**src/rtl/async_fifo_rd_packer_if.sv**
```systemverilog
// async_fifo_rd_packer_if: FIFO read port plus packed valid/ready output stream.
// Rev 1.0
`default_nettype none

interface async_fifo_rd_packer_if #(
  parameter int DWIDTH = 8,
  parameter int RATIO  = 4
);
  logic                      pop;
  logic                      empty;
  logic [DWIDTH-1:0]         rddata;
  logic                      flush;
  logic                      out_valid;
  logic                      out_ready;
  logic [DWIDTH*RATIO-1:0]   out_data;
  logic [RATIO-1:0]          out_keep;

  modport master (
    output pop,
    input  empty,
    input  rddata,
    input  flush,
    output out_valid,
    input  out_ready,
    output out_data,
    output out_keep
  );

  modport slave (
    input  pop,
    output empty,
    output rddata,
    output flush,
    input  out_valid,
    output out_ready,
    input  out_data,
    input  out_keep
  );
endinterface

`default_nettype wire

```
**src/rtl/async_fifo_rd_packer.sv**
```systemverilog
// async_fifo_rd_packer: pops RATIO FIFO words, packs them, emits via a 2-entry output buffer.
// Rev 1.0
`default_nettype none

module async_fifo_rd_packer #(
  parameter int DWIDTH = 8,
  parameter int RATIO  = 4
) (
  input  logic                    rdclk_i,
  input  logic                    reset_i,
  async_fifo_rd_packer_if.master  bus
);

  localparam int              LW   = (RATIO > 1) ? $clog2(RATIO) : 1;
  localparam int              PW   = DWIDTH * RATIO;
  localparam logic [LW-1:0]   LAST = LW'(RATIO - 1);

  logic [LW-1:0]    lane_q, lane_d;
  logic             inflight_q;
  logic             flush_pend_q, flush_pend_d;
  logic [PW-1:0]    pack_q, pack_d;
  logic [1:0]       cnt_q, cnt_d;
  logic [PW-1:0]    ob0_data_q, ob0_data_d, ob1_data_q, ob1_data_d;
  logic [RATIO-1:0] ob0_keep_q, ob0_keep_d, ob1_keep_q, ob1_keep_d;

  logic             deq, enq, pop, slot_ok, infl_cmp, iss_cmp, free;
  logic [LW-1:0]    lane_ret, issue_lane;
  logic [2:0]       cnt_eff;
  logic [PW-1:0]    enq_data, part_mask;
  logic [RATIO-1:0] enq_keep, part_keep;

  always_comb begin
    deq        = (cnt_q != 2'd0) && bus.out_ready;
    lane_ret   = (lane_q == LAST) ? '0 : lane_q + LW'(1);
    infl_cmp   = inflight_q && (lane_q == LAST);
    issue_lane = inflight_q ? lane_ret : lane_q;
    iss_cmp    = (issue_lane == LAST);
    // Projected buffer occupancy if this pop is issued, counting words already in flight.
    cnt_eff    = 3'(cnt_q) - 3'(deq) + 3'(infl_cmp) + 3'(iss_cmp);
    slot_ok    = (cnt_eff <= 3'd2);
    pop        = !reset_i && !bus.empty && !flush_pend_q && !bus.flush && slot_ok;
    free       = (cnt_q != 2'd2) || deq;

    part_keep = '0;
    part_mask = '0;
    for (int i = 0; i < RATIO; i++) begin
      part_keep[i]                 = (i < int'(lane_q));
      part_mask[i*DWIDTH +: DWIDTH] = {DWIDTH{part_keep[i]}};
    end

    pack_d       = pack_q;
    lane_d       = lane_q;
    enq          = 1'b0;
    enq_data     = '0;
    enq_keep     = '0;
    flush_pend_d = flush_pend_q | bus.flush;

    if (inflight_q) begin
      pack_d[int'(lane_q)*DWIDTH +: DWIDTH] = bus.rddata;
      lane_d = lane_ret;
      if (lane_q == LAST) begin
        enq      = 1'b1;
        enq_data = pack_d;
        enq_keep = '1;
      end
    end

    // Pops are blocked while pending, so no return can collide with the partial enqueue.
    if (flush_pend_q && !inflight_q && free) begin
      flush_pend_d = 1'b0;
      if (lane_q != '0) begin
        enq      = 1'b1;
        enq_data = pack_q & part_mask;
        enq_keep = part_keep;
        lane_d   = '0;
      end
    end

    ob0_data_d = ob0_data_q;
    ob0_keep_d = ob0_keep_q;
    ob1_data_d = ob1_data_q;
    ob1_keep_d = ob1_keep_q;
    if (deq) begin
      ob0_data_d = ob1_data_q;
      ob0_keep_d = ob1_keep_q;
    end
    if (enq) begin
      if ((cnt_q == 2'd0) || ((cnt_q == 2'd1) && deq)) begin
        ob0_data_d = enq_data;
        ob0_keep_d = enq_keep;
      end else begin
        ob1_data_d = enq_data;
        ob1_keep_d = enq_keep;
      end
    end
    cnt_d = cnt_q + 2'(enq) - 2'(deq);
  end

  always_ff @(posedge rdclk_i) begin
    if (reset_i) begin
      lane_q       <= '0;
      inflight_q   <= 1'b0;
      flush_pend_q <= 1'b0;
      pack_q       <= '0;
      cnt_q        <= 2'd0;
      ob0_data_q   <= '0;
      ob0_keep_q   <= '0;
      ob1_data_q   <= '0;
      ob1_keep_q   <= '0;
    end else begin
      lane_q       <= lane_d;
      inflight_q   <= pop;
      flush_pend_q <= flush_pend_d;
      pack_q       <= pack_d;
      cnt_q        <= cnt_d;
      ob0_data_q   <= ob0_data_d;
      ob0_keep_q   <= ob0_keep_d;
      ob1_data_q   <= ob1_data_d;
      ob1_keep_q   <= ob1_keep_d;
    end
  end

  assign bus.pop       = pop;
  assign bus.out_valid = (cnt_q != 2'd0);
  assign bus.out_data  = ob0_data_q;
  assign bus.out_keep  = ob0_keep_q;

endmodule

`default_nettype wire

```
**src/flat_wrapper.sv**
```systemverilog
// flat-port wrapper written by rule: the top's interface ports become plain ports
module async_fifo_rd_packer_flat 
#(
  parameter int DWIDTH = 8,
  parameter int RATIO  = 4
)
  (rdclk_i, reset_i, bus_pop, bus_empty, bus_rddata, bus_flush, bus_out_valid, bus_out_ready, bus_out_data, bus_out_keep);
  async_fifo_rd_packer_if #(.DWIDTH(DWIDTH), .RATIO(RATIO)) bus_i ();
  input  logic rdclk_i;
  input  logic reset_i;
  output wire logic [$bits(bus_i.pop)-1:0] bus_pop;
  input wire logic [$bits(bus_i.empty)-1:0] bus_empty;
  input wire logic [$bits(bus_i.rddata)-1:0] bus_rddata;
  input wire logic [$bits(bus_i.flush)-1:0] bus_flush;
  output wire logic [$bits(bus_i.out_valid)-1:0] bus_out_valid;
  input wire logic [$bits(bus_i.out_ready)-1:0] bus_out_ready;
  output wire logic [$bits(bus_i.out_data)-1:0] bus_out_data;
  output wire logic [$bits(bus_i.out_keep)-1:0] bus_out_keep;
  assign bus_pop = bus_i.pop;
  assign bus_i.empty = bus_empty;
  assign bus_i.rddata = bus_rddata;
  assign bus_i.flush = bus_flush;
  assign bus_out_valid = bus_i.out_valid;
  assign bus_i.out_ready = bus_out_ready;
  assign bus_out_data = bus_i.out_data;
  assign bus_out_keep = bus_i.out_keep;
  async_fifo_rd_packer #(.DWIDTH(DWIDTH), .RATIO(RATIO)) u_core (.rdclk_i(rdclk_i), .reset_i(reset_i), .bus(bus_i));
endmodule
```
**config.mk**
```make
export PLATFORM = sky130hd
export DESIGN_NAME = async_fifo_rd_packer_flat
export DESIGN_NICKNAME = d
export VERILOG_FILES = /design/src/rtl/async_fifo_rd_packer_if.sv /design/src/rtl/async_fifo_rd_packer.sv /design/src/flat_wrapper.sv
export SDC_FILE = /design/constraint.sdc
export NUM_CORES = 1
export LEC_CHECK = 0
export CAP_MARGIN = 20
export CORE_MARGIN = 2
export CORE_UTILIZATION = 50
export CTS_BUF_LIST = sky130_fd_sc_hd__clkbuf_16
export DETAILED_ROUTE_END_ITERATION = 10
export PLACE_DENSITY = 0.75
export RECOVER_POWER = 50
export SYNTH_ARGS = -nofsm -noshare
export SYNTH_HDL_FRONTEND = slang
export SYNTH_SLANG_ARGS = --single-unit
export TNS_END_PERCENT = 10
```
**constraint.sdc**
```tcl
create_clock -name rdclk_i -period 4 [get_ports rdclk_i]
set_input_delay 1 -clock rdclk_i [delete_from_list [all_inputs] [get_ports rdclk_i]]
set_output_delay 1 -clock rdclk_i [all_outputs]
set_load 0.01 [all_outputs]
```
Word-level counts from Yosys, hierarchy flattened
Index checks and enable logic that the tools add are counted.
{"block": "word_totals", "memories": 0, "latchBits": 0, "input_bits": 13, "romBits": 0, "out_inout_bits": 38, "reg_bits": 110, "ram_bits": 0}
{"block": "op_classes", "n_shift": 2, "n_eq_ne": 4, "div": 0, "addsub": 7, "multipliers": 0, "n_mux": 23, "n_lt_le_gt_ge": 4, "bitwise": 3, "n_reduce_logical": 21}
{"op": "two-way mux 32 bit", "n": 7}
{"op": "negation 5 -> 33 bit", "n": 1}
{"op": "variable shift 8 x 33 -> 32 bit, first input constant", "n": 1}
{"op": "variable part select 8 x 33 -> 32 bit", "n": 1}
{"op": "bitwise AND 32 x 24 -> 32 bit", "n": 1}
{"op": "bitwise mux 32 bit", "n": 1}
{"op": "two-way mux 4 bit", "n": 7}
{"op": "logical AND 1 bit", "n": 9}
{"op": "two-way mux 2 bit", "n": 4}
{"op": "adder 3 x 1 -> 3 bit", "n": 2}
{"op": "zero test 1 bit", "n": 5}
{"op": "equality test 2 bit, second input constant", "n": 2}
{"op": "< comparator 1 x 2 -> 1 bit, first input constant", "n": 2}
{"op": "two-way mux 1 bit", "n": 4}
{"op": "nonzero test 2 bit", "n": 2}
{"op": "<= comparator 3 x 2 -> 1 bit, second input constant", "n": 1}
{"op": "subtractor 2 x 1 -> 3 bit", "n": 1}
{"op": "adder 2 x 1 -> 2 bit", "n": 1}
{"op": "adder 2 x 1 -> 2 bit, second input constant", "n": 1}
{"op": "equality test 2 x 1 -> 1 bit, second input constant", "n": 1}
{"op": "zero test 2 bit", "n": 1}
{"op": "logical OR 1 bit", "n": 2}
{"op": "< comparator 2 bit, first input constant", "n": 1}
{"op": "!= test 2 bit, second input constant", "n": 1}
{"op": "5 further kinds", "n": 5}

Depth between registers and ports, before layout
Gate-level depths: netlist of the first run.
{"block": "depth", "ltp_word": 9, "ltp_mapped": 10}

Worst setup path before layout of the first run
No wires, ideal clock.
{"block": "synth_path", "path_type": "input to output", "from": "input bus_out_ready", "to": "output bus_pop", "cell_stages": 8, "slack_ns": -0.106, "arrival_time_ns": 3.106, "n_path_buf": 1, "cell_sequence": "o21ai_2 inv_2 buf_1 ha_1 fa_1 fa_1 xnor2_1 o2111a_1"}
{"block": "synth_between", "elab_chain_cells": 6}
{"element": "start, declared", "line": "flat_wrapper.sv:16", "rtl": "input wire logic [$bits(bus_i.out_ready)-1:0] bus_out_ready;"}
{"element": "logical AND 1 bit", "line": "async_fifo_rd_packer.sv:33", "rtl": "deq = (cnt_q != 2'd0) && bus.out_ready;"}
{"element": "subtractor 2 x 1 -> 3 bit", "line": "async_fifo_rd_packer.sv:39", "rtl": "cnt_eff = 3'(cnt_q) - 3'(deq) + 3'(infl_cmp) + 3'(iss_cmp);"}
{"element": "adder 3 x 1 -> 3 bit (2 in a row)", "line": "async_fifo_rd_packer.sv:39"}
{"element": "<= comparator 3 x 2 -> 1 bit", "line": "async_fifo_rd_packer.sv:40", "rtl": "slot_ok = (cnt_eff <= 3'd2);"}
{"element": "logical AND 1 bit", "line": "async_fifo_rd_packer.sv:41", "rtl": "pop = !reset_i && !bus.empty && !flush_pend_q && !bus.flush && slot_ok;"}
{"element": "end, declared", "line": "flat_wrapper.sv:11", "rtl": "output wire logic [$bits(bus_i.pop)-1:0] bus_pop;"}
Every way passes these cells.

Worst setup path after layout of the first run
Ends and elaborated chain as after synthesis.

==> results_dict.tcl, run 1 <==
set metrics [dict create \
    run_status "finished, violations left" \
    violations "max-capacitance violations, max-slew violations" \
    cp_max_fo 2 \
    cts_inserted_buffers 9 \
    worst_skew_pair.late_latency_ns 0.34 \
    critical_path.endpoint_type "output port" \
    dp.cells 636 \
    max_slew.worst_pin.slew_ns 1.53 \
    io_buffer_count 50 \
    globalRoute.totalOverflow 0 \
    cp-start-kind "primary input" \
    regToRegStartpoint "u_core.lane_q[0]$_SDFF_PP0_" \
    postSynthAreaPerCell_um2 8.95 \
    max_cap_viol_count 1 \
    cts-root-buf "sky130_fd_sc_hd__clkbuf_16" \
    largest_stage_delay_on_the_critical_path_ns 0.55 \
    totalWireLength_um 11000 \
    timing.critical_path.cells "dlygate4sd2_1 > o21ai_4 > inv_2 > ha_4 > fa_2 > fa_2 > o2111a_1 > buf_2" \
    irDropWorstVdd_uv 332 \
    number_of_non_filler_instances_in_the_completed_layout 652 \
    p_leak_nw 1.95 \
    grt_pass1_vias 3559 \
    cell_internal_pwr_w 0.00166 \
    cts_sinks 102 \
    cp_common_cell "sky130_fd_sc_hd__fa_2" \
    postRouteAntennaNets 0 \
    fmaxAchievable_mhz 257 \
    post-route-period-util_pct 97.2 \
    combinationalPowerShare_pct 20.7 \
    crit_type "primary input to output port" \
    power.sequential.fraction_pct 46.1 \
    post-route-worst-setup-slack_ns 0.112 \
    setup_clock_skew_after_layout_ns 0.00597 \
    synthDistinctLibCells 48 \
    initialDrtViolationCount 344 \
    detailed_routing_wirelength_on_met1_um 4930 \
    syn_to_final_growth_pct 18.2 \
    post-dp-hpwl_um 7040 \
    floorplan.initialDensity_pct 51.7 \
    met3_wl_post_dr_um 515 \
    vias_post_dr 3971 \
    postSynthCellCount 504 \
    total_power_w 0.00234 \
    antenna_violations_before_repair 0 \
    synth_top_cells_by_area "sky130_fd_sc_hd__dfxtp_1, sky130_fd_sc_hd__a22oi_1, sky130_fd_sc_hd__nand2_1, sky130_fd_sc_hd__nor2_1, sky130_fd_sc_hd__a311oi_1" \
    async_reset_ff_share_pct 0 \
    route.detailed.wl_per_inst_um 16.9 \
    crit_start "bus_out_ready" \
    die_footprint_um2 9790 \
    worst_setup_hold_path_clk_slew_ns 0.06 \
    report.final.slew_viol_count 36 \
    ys.warnings.count 0 \
    ys_dominant_reg_cell "sky130_fd_sc_hd__dfxtp_1" \
    cp.required_ns 3.00 \
    cts.htree.levels 3 \
    drt_drc_violations_left 0 \
    report.final.setup_viol 0 \
    cts_max_path_buffers 2 \
    grt_setup_unrepaired "no" \
    synth_largest_type_area_fraction_pct 45.3 \
    postLayoutCoreUtil_pct 61.1 \
    groute.usage.overall_pct 22.8 \
    firstDrtPassIters 7 \
    detailroute.wirelength.met2_um 5330 \
    fraction_of_layout_cells_with_a_size_suffix_above_1_pct 9.56 \
    global_route_wire_length_before_repair_um 18100 \
    report.final.hold_viol_count 0 \
    hold_class "register to register" \
    power_switching_w 0.000680 \
    ys_seq_elements 102 \
    synth.most_common_cell "sky130_fd_sc_hd__dfxtp_1" \
    power.share.switching_pct 29.1 \
    synth_enable_flop_cells 0 \
    vias_per_cell 6.09 \
    relSlewSlack_pct -2.04 \
    grt_start_max_net_pins 96 \
    post_synth_instance_area_um2 4510 \
    chipHeight_um 99.0 \
    global_placer_s_final_weighted_congestion 0.799 \
    core_area_um2 8720 \
    post_cts_setup_buffers 0 \
    clock_tree_from_tritoncts "yes" \
    synth.yosys.seq_area_share_pct 45.3 \
    std_cell_rows 34 \
    yosysTopAreaCell "sky130_fd_sc_hd__dfxtp_1" \
    pwr_density_cell_nw_per_um2 438 \
    min_period_ns 3.89 \
    ioPinCount 51 \
    clkPwrFrac_pct 33.2 \
    chipWidth_um 99.0 \
    postSynthNetCount 528 \
    dp_slack_ns -0.718 \
    worst_hold_startpoint "u_core.ob1_data_q[28]$_SDFFE_PP0P_" \
    nets 563 \
    synth_common_cells "sky130_fd_sc_hd__dfxtp_1, sky130_fd_sc_hd__nand2_1, sky130_fd_sc_hd__nor2_1" \
    n_antenna_cell 0 \
    cp_data_arrival_time_ns 2.89 \
    crit_path_top_delay_cell "sky130_fd_sc_hd__fa_2" \
    top_signal_layer_used "met4" \
]
[worst paths after layout]
check | slack (ns) | to | cells after the start
setup / recovery | 0.11 | bus_pop | 8
setup reg to reg | 0.71 | u_core.ob1_data_q[31]$_SDFFE_PP0P_ | 9
hold reg to reg | 0.45 | u_core.ob1_data_q[28]$_SDFFE_PP0P_ | 2
hold / removal | 0.45 | u_core.ob1_data_q[28]$_SDFFE_PP0P_ | 2
[worst max-delay path, delay by kind of cell]
family | cells | cell delay [ns]
adder cells (fa/ha/maj) | 3 | 1.18
buffers and inverters | 3 | 0.46
AO/OA/AOI/OAI | 2 | 0.24
[cell usage in the layout (no fill, tap or decap), drive strengths merged, types with 5 or more instances in the layout]
cell / synthesis / layout
nand2: 68 / 68
a221oi: 17 / 17
clkdlybuf4s50: 0 / 10
nand3b: 8 / 8
buf: 18 / 17
clkinv: 0 / 5
mux2i: 10 / 10
nand3: 8 / 8
ha: 9 / 9
a22oi: 38 / 38
o21ai: 12 / 12
inv: 10 / 11
a21oi: 27 / 27
clkbuf: 27 / 13
a311oi: 18 / 18
o22ai: 9 / 9
nor2: 52 / 52
dlygate4sd3: 0 / 37
a211oi: 13 / 13
dfxtp: 102 / 102
nor3: 16 / 16
a31o: 9 / 9
[layer usage]
| metal | vias up | track usage (%) |
|---|---|---|
| li1 | 1919 | - |
| met1 | 1915 | 31.3 |
| met2 | 119 | 37.0 |
| met3 | 18 | 3.33 |
| met4 | 0 | 7.59 |
| met5 | - | 0 |
[power groups by stage]
stage | Clock, W | Combinational [W] | Sequential, W
global route | 0.000823 | 0.000529 | 0.00108
floorplan | 0 | 0.000296 | 0.00111
CTS | 0.000782 | 0.000486 | 0.00108
detailed placement | 0 | 0.000472 | 0.00110
global placement | 0 | 0.000459 | 0.00110
finish | 0.000775 | 0.000483 | 0.00108
[metrics by stage]
step	hold WS, ns	area [um^2]	TNS, ns
final	0.454	5330	0
after detailed placement	0.447	5070	-0.718
after global routing	0.483	5330	0
after floorplan	0.437	4510	0
after global placement	0.441	5070	-0.648
after CTS	0.456	5340	0
[cell type report]
type                       count  area [um^2]
clock buffer                   9          225
clock inverter                 7         32.5
fill                         731         3390
inverter                      10         37.5
multi-input combinational    347         2240
sequential                   102         2040
tap                          108          135
timing repair buffer          69          617
[flip-flops by register name (all words and copies together) (netlist names)]
name and flops:
u_core.ob1_keep_q 4, u_core.cnt_q 2, u_core.pack_q 24, u_core.lane_q 2, u_core.inflight_q 1, u_core.flush_pend_q 1
u_core.bus.out_keep 4, u_core.bus.out_data 32, u_core.ob1_data_q 32
[logic make-up after synthesis]
logic type	share of synthesized area (%)
muxes	2.22
DFF	45.3
AOI/OAI and AO/OA	25.7
and+or+nand+nor	17.1
buffers and inverters	5.66
xor gates and xnor gates	0.583
adders and majority gates	3.39
[timing repair]
action / CTS / global route
pin swaps: 3 / 3
resized for setup: 8 / 1
hold buffers: 0 / 0
setup endpoints to repair: 1 / 1
No activity file was read; power rests on OpenSTA's default activity.
==> run 2, diff against run 1 <==
- CAP_MARGIN: 20 -> 10
- clock period: 4 -> 3.46 ns (I/O delays scaled with it)
==> results_dict.tcl, run 2 (synthesis gave the netlist of run 1 again) <==
set metrics [dict create \
    std_cell_rows 34 \
    worst-path-buf-inv 3 \
    pwr_density_cell_nw_per_um2 508 \
    cp-start-kind "primary input" \
    global_placer_s_final_weighted_congestion 0.833 \
    cp.required_ns 2.59 \
    postRouteAntennaNets 0 \
    layout_commonest_cell "sky130_fd_sc_hd__dfxtp_1" \
    crit_path_top_delay_cell "sky130_fd_sc_hd__fa_2" \
    regToRegStartpoint "u_core.lane_q[0]$_SDFF_PP0_" \
    ioPinCount 51 \
    chipHeight_um 99.0 \
    report.final.hold_viol_count 0 \
    cp_data_arrival_time_ns 2.52 \
    power_switching_w 0.000815 \
    timing.hold.worst_path_depth 2 \
    antenna_violations_before_repair 0 \
    max_slew.worst_pin.slew_ns 1.84 \
    violations "max-capacitance violations, max-slew violations" \
    worst_skew_pair.late_latency_ns 0.34 \
    post-dp-hpwl_um 7220 \
    max_cap_viol_count 1 \
    clkPwrFrac_pct 32.9 \
    cts_sinks 102 \
    p_leak_nw 2.02 \
    chipWidth_um 99.0 \
    holdWs_ns 0.461 \
    hold_buffers 0 \
    globalRoute.totalOverflow 0 \
    number_of_non_filler_instances_in_the_completed_layout 661 \
    power.share.switching_pct 29.3 \
    cp_common_cell "sky130_fd_sc_hd__fa_2" \
    syn_to_final_growth_pct 21.4 \
    grt_start_max_net_pins 96 \
    cts_inserted_buffers 9 \
    drt_drc_violations_left 0 \
    min_period_ns 3.38 \
    run_status "finished, violations left" \
    hold_class "register to register" \
    post-route-period-util_pct 97.8 \
    cts-root-buf "sky130_fd_sc_hd__clkbuf_16" \
    relSlewSlack_pct -22.7 \
    critical_path.endpoint_type "output port" \
    report.final.setup_viol 0 \
    crit_type "primary input to output port" \
    cp_max_fo 2 \
    postLayoutCoreUtil_pct 62.8 \
    report.final.slew_viol_count 96 \
    largest_stage_delay_on_the_critical_path_ns 0.38 \
    n_antenna_cell 0 \
    io_buffer_count 50 \
    groute.usage.overall_pct 24.0 \
    core_area_um2 8720 \
    clock_tree_from_tritoncts "yes" \
    dp.cells 642 \
    cts_max_path_buffers 2 \
    global_route_wire_length_before_repair_um 19200 \
    floorplan.initialDensity_pct 51.7 \
    die_footprint_um2 9790 \
    grt_pass1_vias 3871 \
    reg2regPathDepth 8 \
    setup_clock_skew_after_layout_ns 0.00634 \
    timing.critical_path.cells "buf_6 > o21ai_4 > inv_4 > ha_4 > fa_2 > fa_2 > xnor2_2 > o2111a_1 > buf_2" \
    worst_hold_startpoint "u_core.ob1_data_q[26]$_SDFFE_PP0P_" \
    r2r_end "u_core.bus.out_data[10]$_SDFF_PP0_" \
    totalWireLength_um 11300 \
    vias_post_dr 4022 \
    fmaxAchievable_mhz 295 \
    cts.htree.levels 3 \
    fraction_of_layout_cells_with_a_size_suffix_above_1_pct 13.6 \
    initialDrtViolationCount 352 \
    most-common-layout-cells "sky130_fd_sc_hd__dfxtp_1, sky130_fd_sc_hd__nand2_1, sky130_fd_sc_hd__nor2_1" \
    nets 572 \
    firstDrtPassIters 5 \
    cell_internal_pwr_w 0.00196 \
    min_to "u_core.ob1_data_q[26]$_SDFFE_PP0P_" \
    vias_per_cell 6.08 \
    path_delay_family "adder cells" \
    worst_setup_hold_path_clk_slew_ns 0.07 \
    combinationalPowerShare_pct 22.2 \
    irDropWorstVdd_uv 423 \
    r2r_setup_slack_ns 0.63 \
    route.detailed.wl_per_inst_um 17.1 \
    power.sequential.fraction_pct 44.9 \
]
[run 2: worst reg2reg max path, delay by kind of cell (launching register included)]
family / cells / cell delay (ns)
adders and majority gates: 1 / 0.26
AOI/OAI and AO/OA: 3 / 1.20
and+or+nand+nor: 1 / 0.54
buffers and inverters: 3 / 0.36
DFF: 1 / 0.36
[run 2: worst max path at each step]
stage | startpoint | to | depth (start not counted)
global route | u_core.lane_q[1]$_SDFF_PP0_ | bus_pop | 9
finish | bus_out_ready | bus_pop | 9
detailed placement | bus_out_ready | bus_pop | 9
global placement | bus_out_ready | bus_pop | 9
floorplan | bus_out_ready | bus_pop | 8
CTS | u_core.lane_q[0]$_SDFF_PP0_ | bus_pop | 8
[run 2: what timing repair did]
action                                  CTS  global route
pin swaps                                 3             6
setup buffers                             1             2
endpoints found under the setup margin    1             1
gates resized for setup                   9            14
hold endpoints to repair                  0             0
[run 2: per-layer routing]
| layer | routed length (um) | global-route usage [%] |
|---|---|---|
| met1 | 4970 | 32.1 |
| met2 | 5530 | 38.8 |
| met3 | 635 | 4.75 |
| met4 | 150 | 8.43 |
| met5 | 0 | 0 |
[run 2: per-stage QoR]
step	worst slack, ns	total power (W)	cell area [um^2]	TNS (ns)
2_1_floorplan	0.000838	0.00164	4540	0
3_3_place_gp	-0.797	0.00182	5140	-0.797
3_5_place_dp	-0.857	0.00184	5140	-0.857
4_1_cts	0.00128	0.00277	5410	0
5_1_grt	-0.0248	0.00290	5480	-0.0248
6_report	0.0758	0.00278	5480	0
[run 2: power groups by stage]
stage / logic, W / registers [W] / clock network [W]
after floorplan: 0.000359 / 0.00128 / 0
after global placement: 0.000551 / 0.00127 / 0
after detailed placement: 0.000565 / 0.00127 / 0
after CTS: 0.000592 / 0.00125 / 0.000929
after global routing: 0.000678 / 0.00125 / 0.000975
final: 0.000617 / 0.00125 / 0.000915
[run 2: area by class of cell]
cell class	count	area [um^2]
Timing Repair Buffer	78	698
Sequential cell	102	2040
Tap cell	108	135
Fill cell	714	3240
Multi-Input combinational cell	347	2290
Clock inverter	7	42.5
Inverter	10	40.0
Clock buffer	9	225
==> run 3, diff against run 2 <==
- GPL_ROUTABILITY_DRIVEN: not set -> 0
- HOLD_SLACK_MARGIN: not set -> 0.15
==> results of run 3 <==
No change in the layout: final DEF, timing and power equal those of run 2.
